[src/rtl/iob_cache_refill_ctrl.sv]
// iob_cache_refill_ctrl
// Miss-side line refill engine. Picks a fill way (an invalid way if one
// exists, otherwise the replacement policy's victim), invalidates it, bursts
// the line in from the back-end, then writes the tag as valid and tells the
// policy which way was just filled.
module iob_cache_refill_ctrl #(
  parameter int N_WAYS        = 8,
  parameter int NWAYS_W       = $clog2(N_WAYS),
  parameter int SET_INDEX_W   = 7,
  parameter int TAG_W         = 20,
  parameter int WORD_OFFSET_W = 3,
  parameter int BE_DATA_W     = 32,
  parameter int BE_ADDR_W     = TAG_W + SET_INDEX_W + WORD_OFFSET_W + $clog2(BE_DATA_W/8)
) (
  input  logic                                 clk_i,
  input  logic                                 arst_n_i,
  input  logic                                 cke_i,
  input  logic                                 req_valid_i,
  output logic                                 req_ready_o,
  input  logic [TAG_W-1:0]                     req_tag_i,
  input  logic [SET_INDEX_W-1:0]               req_index_i,
  output logic [SET_INDEX_W-1:0]               line_addr_o,
  input  logic [N_WAYS-1:0]                    way_valid_i,
  input  logic [NWAYS_W-1:0]                   way_select_bin_i,
  output logic                                 be_valid_o,
  output logic [BE_ADDR_W-1:0]                 be_addr_o,
  input  logic                                 be_ready_i,
  input  logic                                 be_rvalid_i,
  input  logic [BE_DATA_W-1:0]                 be_rdata_i,
  output logic [N_WAYS-1:0]                    dmem_we_o,
  output logic [SET_INDEX_W+WORD_OFFSET_W-1:0] dmem_addr_o,
  output logic [BE_DATA_W-1:0]                 dmem_wdata_o,
  output logic [N_WAYS-1:0]                    tag_we_o,
  output logic [TAG_W-1:0]                     tag_o,
  output logic                                 tag_valid_o,
  output logic                                 pol_we_o,
  output logic [N_WAYS-1:0]                    pol_way_hit_o,
  output logic                                 done_o,
  output logic [NWAYS_W-1:0]                   fill_way_o
);

  localparam int BYTE_OFF_W = $clog2(BE_DATA_W/8);
  localparam int LINE_OFF_W = WORD_OFFSET_W + BYTE_OFF_W;

  typedef enum logic [2:0] {
    IDLE,
    SELECT,
    INVAL,
    ADDR,
    DATA,
    UPDATE
  } state_t;

  state_t                    state, state_nxt;
  logic [TAG_W-1:0]          tag_q, tag_nxt;
  logic [SET_INDEX_W-1:0]    index_q, index_nxt;
  logic [WORD_OFFSET_W-1:0]  cnt_q, cnt_nxt;
  logic [NWAYS_W-1:0]        fill_way_q, fill_way_nxt;
  logic [N_WAYS-1:0]         fill_onehot;
  logic [NWAYS_W-1:0]        first_invalid;
  logic                      any_invalid;

  // Latched request and fill way feed the memories directly, so they stay
  // stable for the whole refill and read as zero out of reset.
  assign line_addr_o = index_q;
  assign tag_o       = tag_q;
  assign fill_way_o  = fill_way_q;
  assign be_addr_o   = {tag_q, index_q, {LINE_OFF_W{1'b0}}};
  assign dmem_addr_o = {index_q, cnt_q};
  assign fill_onehot = {{(N_WAYS-1){1'b0}}, 1'b1} << fill_way_q;

  // Lowest-index invalid way; scanning downward lets the lowest index win.
  always_comb begin
    any_invalid   = 1'b0;
    first_invalid = '0;
    for (int i = N_WAYS - 1; i >= 0; i--) begin
      if (!way_valid_i[i]) begin
        any_invalid   = 1'b1;
        first_invalid = NWAYS_W'(i);
      end
    end
  end

  // State and latched context; a low clock enable freezes everything.
  always_ff @(posedge clk_i or negedge arst_n_i) begin
    if (!arst_n_i) begin
      state      <= IDLE;
      tag_q      <= '0;
      index_q    <= '0;
      cnt_q      <= '0;
      fill_way_q <= '0;
    end else if (cke_i) begin
      state      <= state_nxt;
      tag_q      <= tag_nxt;
      index_q    <= index_nxt;
      cnt_q      <= cnt_nxt;
      fill_way_q <= fill_way_nxt;
    end
  end

  // Next state and strobes; every strobe is gated by cke_i so a frozen
  // cycle never writes and the address handshake cannot complete.
  always_comb begin
    state_nxt     = state;
    tag_nxt       = tag_q;
    index_nxt     = index_q;
    cnt_nxt       = cnt_q;
    fill_way_nxt  = fill_way_q;
    req_ready_o   = 1'b0;
    be_valid_o    = 1'b0;
    dmem_we_o     = '0;
    dmem_wdata_o  = '0;
    tag_we_o      = '0;
    tag_valid_o   = 1'b0;
    pol_we_o      = 1'b0;
    pol_way_hit_o = '0;
    done_o        = 1'b0;
    case (state)
      IDLE: begin
        req_ready_o = 1'b1;
        if (req_valid_i) begin
          tag_nxt   = req_tag_i;
          index_nxt = req_index_i;
          state_nxt = SELECT;
        end
      end
      SELECT: begin
        fill_way_nxt = any_invalid ? first_invalid : way_select_bin_i;
        state_nxt    = INVAL;
      end
      INVAL: begin
        tag_we_o  = cke_i ? fill_onehot : '0;
        state_nxt = ADDR;
      end
      ADDR: begin
        be_valid_o = cke_i;
        if (be_ready_i) begin
          cnt_nxt   = '0;
          state_nxt = DATA;
        end
      end
      DATA: begin
        dmem_wdata_o = be_rdata_i;
        if (be_rvalid_i) begin
          dmem_we_o = cke_i ? fill_onehot : '0;
          cnt_nxt   = cnt_q + 1'b1;
          if (&cnt_q) begin
            state_nxt = UPDATE;
          end
        end
      end
      UPDATE: begin
        tag_we_o      = cke_i ? fill_onehot : '0;
        tag_valid_o   = cke_i;
        pol_we_o      = cke_i;
        pol_way_hit_o = cke_i ? fill_onehot : '0;
        done_o        = cke_i;
        state_nxt     = IDLE;
      end
      default: begin
        state_nxt = IDLE;
      end
    endcase
  end

endmodule

[config.mk]
export PLATFORM = sky130hd
export DESIGN_NAME = iob_cache_refill_ctrl
export DESIGN_NICKNAME = d
export VERILOG_FILES = /design/src/rtl/iob_cache_refill_ctrl.sv
export SDC_FILE = /design/constraint.sdc
export NUM_CORES = 1
export LEC_CHECK = 0
export CAP_MARGIN = 5
export CORE_MARGIN = 3
export CORE_UTILIZATION = 32
export DETAILED_ROUTE_END_ITERATION = 10
export PLACE_DENSITY = 0.88
export SLEW_MARGIN = 15
export SYNTH_ARGS = -nofsm -noshare
export SYNTH_HDL_FRONTEND = slang
export SYNTH_SLANG_ARGS = --single-unit
[constraint.sdc]
create_clock -name clk_i -period 2.3 [get_ports clk_i]
set_input_delay 0.69 -clock clk_i [delete_from_list [all_inputs] [get_ports clk_i]]
set_output_delay 0.69 -clock clk_i [all_outputs]
set_load 0.02 [all_outputs]
==> impl_metrics.json <==
{
  "start_util_pct": 33.2,
  "setup_viol": 0,
  "grt_usage_pct": 18.0,
  "end_kind": "output port",
  "leakagePower_uw": 0.00201,
  "mostFrequentLayoutCell": "clkdlybuf4s50_1",
  "htreeDepth": 2,
  "grt_pass1_vias": 2536,
  "p_per_area_mw_per_mm2": 1180,
  "drt-initial-drc-count": 42,
  "postRouteWirelength_mm": 8.28,
  "worst_pin_slew_ps": 804,
  "ys.flop_type": "dfrtp_1",
  "timing.rr.start": "state[2]$_DFFE_PN0P_",
  "crit_slowest_cell": "dfrtp_1",
  "share_seq_of_total_power_pct": 23.4,
  "die_height_um": 93.2,
  "core_region_area_mm2": 0.00733,
  "post-dp-hpwl_mm": 6.54,
  "synth_top_area_share_pct": 37.1,
  "crit_chain": "buf_4, buf_4, a21boi_4, buf_4, nor2_1, buf_2",
  "synth_cell_type_count": 39,
  "p_int_uw": 3040,
  "yosys_warnings": 0,
  "slew_violations": 0,
  "hold_viol_final": 0,
  "vias": 2467,
  "layout_min_cycle_time_ps": 2230,
  "dp_cells": 520,
  "slowest_delay_ps": 420,
  "grt_overflow": 0,
  "synth-edff-count": 0,
  "path_common_cell": "buf_4",
  "avgViaCountPerCell": 4.61,
  "skew_ps": 5.61,
  "cts_tree": "yes",
  "switching_share_pct": 41.0,
  "ant_nets": 0,
  "max_freq_mhz": 447,
  "maxSlewHeadroom_pct": 46.4,
  "worstPathMaxFanout": 4,
  "n_antenna_cell": 0,
  "worst_hold_slack_ps": 493,
  "fin_cells": 535,
  "die_x_um": 93.2,
  "cts_sinks": 36,
  "syn_inst": 246,
  "firstDrtPassIters": 4,
  "clk_pin_slew_worst_paths_ps": 80,
  "ir_drop_uv": 361,
  "clkPwrFrac_pct": 10.7,
  "p_sw_uw": 2110,
  "crit_path_start_kind": "register",
  "yosys-top-cells-area": "dfrtp_1 (37%), buf_4 (13%), mux2_4 (12%)",
  "ys_seq_area_share_pct": 37.1,
  "grt_pass1_wl_mm": 12.5,
  "p_comb_share_pct": 65.9,
  "worstHoldPathType": "in -> async",
  "cp.required_ps": 1610,
  "cp_top_family": "buffers and inverters",
  "syn-cell-area_mm2": 0.00243,
  "wl_per_cell_um": 15.5,
  "fin_tns_setup_ps": 0,
  "cts-root-buf": "clkbuf_8",
  "fp.dieArea_mm2": 0.00868,
  "criticalPathCategory": "reg -> out",
  "io_buffers": 203,
  "io_pins": 209,
  "cts_buffers": 5,
  "final_cell_mix": "clkdlybuf4s50_1 (139), buf_2 (53), dfrtp_1 (34)",
  "cts_hold_buffers": 0,
  "crit_buf_inv": 4,
  "ys_ff_latch": 36,
  "clk_latency_ps": 280,
  "status": "finished clean",
  "ys_async_sr_fraction_pct": 100,
  "area_growth_pct": 79.8,
  "avgSynthCellArea_um2": 9.88,
  "rows": 31,
  "routabilityCongestion": 0.839,
  "finalCritPeriodShare_pct": 97.2,
  "drc_errors": 0,
  "critPathLaunch": "state[1]$_DFFE_PN0P_",
  "final_nets": 513,
  "grt_start_max_net_pins": 37,
  "drive_gt1_share_pct": 34.4,
  "crit_arrival_ps": 1540,
  "rsz0062_at_grt": "yes",
  "cap_violations": 0,
  "post-synth-top-area-cell": "dfrtp_1",
  "antenna_found_initial": 0,
  "cts_buffer_depth": 2
}
[cell usage after synthesis (2+ instances only)]
cell / number
nor2_1: 27
mux2_2: 7
nand3b_1: 2
and2_1: 32
clkbuf_1: 6
buf_6: 3
inv_1: 4
a21oi_1: 3
nand2b_1: 3
nand4_1: 3
nand2_1: 17
o21ai_0: 8
dfrtp_1: 36
mux2_4: 20
nor4_1: 4
buf_12: 3
ha_1: 2
buf_4: 41
nand3_1: 4
nor2b_1: 2
[registers in the layout, indices dropped and copies added (netlist names)]
register,cells
fill_way_o,3
state,3
cnt_q,3
line_addr_o,7
tag_o,20
[final timing paths]
check | to | slack [ps] | cells past startpoint
min in group clk_i | cnt_q[1]$_DFFE_PN0P_ | 540 | 2
hold / removal | tag_o[7]$_DFFE_PN0P_ | 490 | 1
max in group asynchronous | state[2]$_DFFE_PN0P_ | 1250 | 1
setup / recovery | tag_we_o[3] | 70 | 6
hold reg to reg | cnt_q[1]$_DFFE_PN0P_ | 540 | 2
setup reg to reg | tag_o[2]$_DFFE_PN0P_ | 580 | 5
[stage by stage]
step	utilization (%)	total power, µW	worst slack (ps)	instance area [µm²]
6_report	59.6	5150	65.2	4370
5_1_grt	59.6	5420	-10.9	4370
4_1_cts	60.7	5100	4.14	4450
2_1_floorplan	-	3210	3.92	2460
3_5_place_dp	59.8	4520	-775	4390
3_3_place_gp	59.8	4430	-752	4390
[power by group through the flow]
stage / clock (µW) / combinational [µW] / sequential, µW
final: 548 / 3390 / 1210
after global routing: 598 / 3570 / 1260
after CTS: 570 / 3330 / 1200
after detailed placement: 0 / 3300 / 1220
after global placement: 0 / 3250 / 1180
after floorplan: 0 / 1750 / 1460
[kinds of logic (layout without fill, tap and decap cells)]
family,after synthesis,in the layout,synth area share (%)
other cells,1,5,0.154
fa+ha+maj,2,2,1.03
buf+inv,60,246,18.6
simple gates,100,100,22.2
compound gates,20,20,5.35
mux,27,27,15.6
flops,36,36,37.1
[layer usage]
| metal | vias to the layer above | part of all wire [%] | GRT usage [%] | wire length [µm] |
|---|---|---|---|---|
| met3 | 10 | 9.1 | 5.55 | 755 |
| met1 | 1168 | 37 | 19.6 | 3040 |
| met2 | 148 | 53 | 34.1 | 4400 |
| li1 | 1141 | - | - | - |
| met5 | - | 0 | 0 | 0 |
| met4 | 0 | 0.89 | 3.42 | 74 |
[layout make-up]
type | count | area (µm²)
Timing Repair Buffer | 233 | 2030
Multi-Input combinational cell | 154 | 1190
Inverter | 5 | 18.8
Tap cell | 99 | 124
Sequential cell | 36 | 903
Clock inverter | 3 | 42.5
Clock buffer | 5 | 68.8
Fill cell | 626 | 2960
[timing repair]
| item | CTS | global route |
|---|---|---|
| pin swaps | 1 | 1 |
| setup endpoints to repair | 61 | 53 |
| buffers inserted | 2 | 2 |
| resized for setup | 228 | 52 |
| cloned | 2 | 1 |
(Power assumes the default switching activity.)
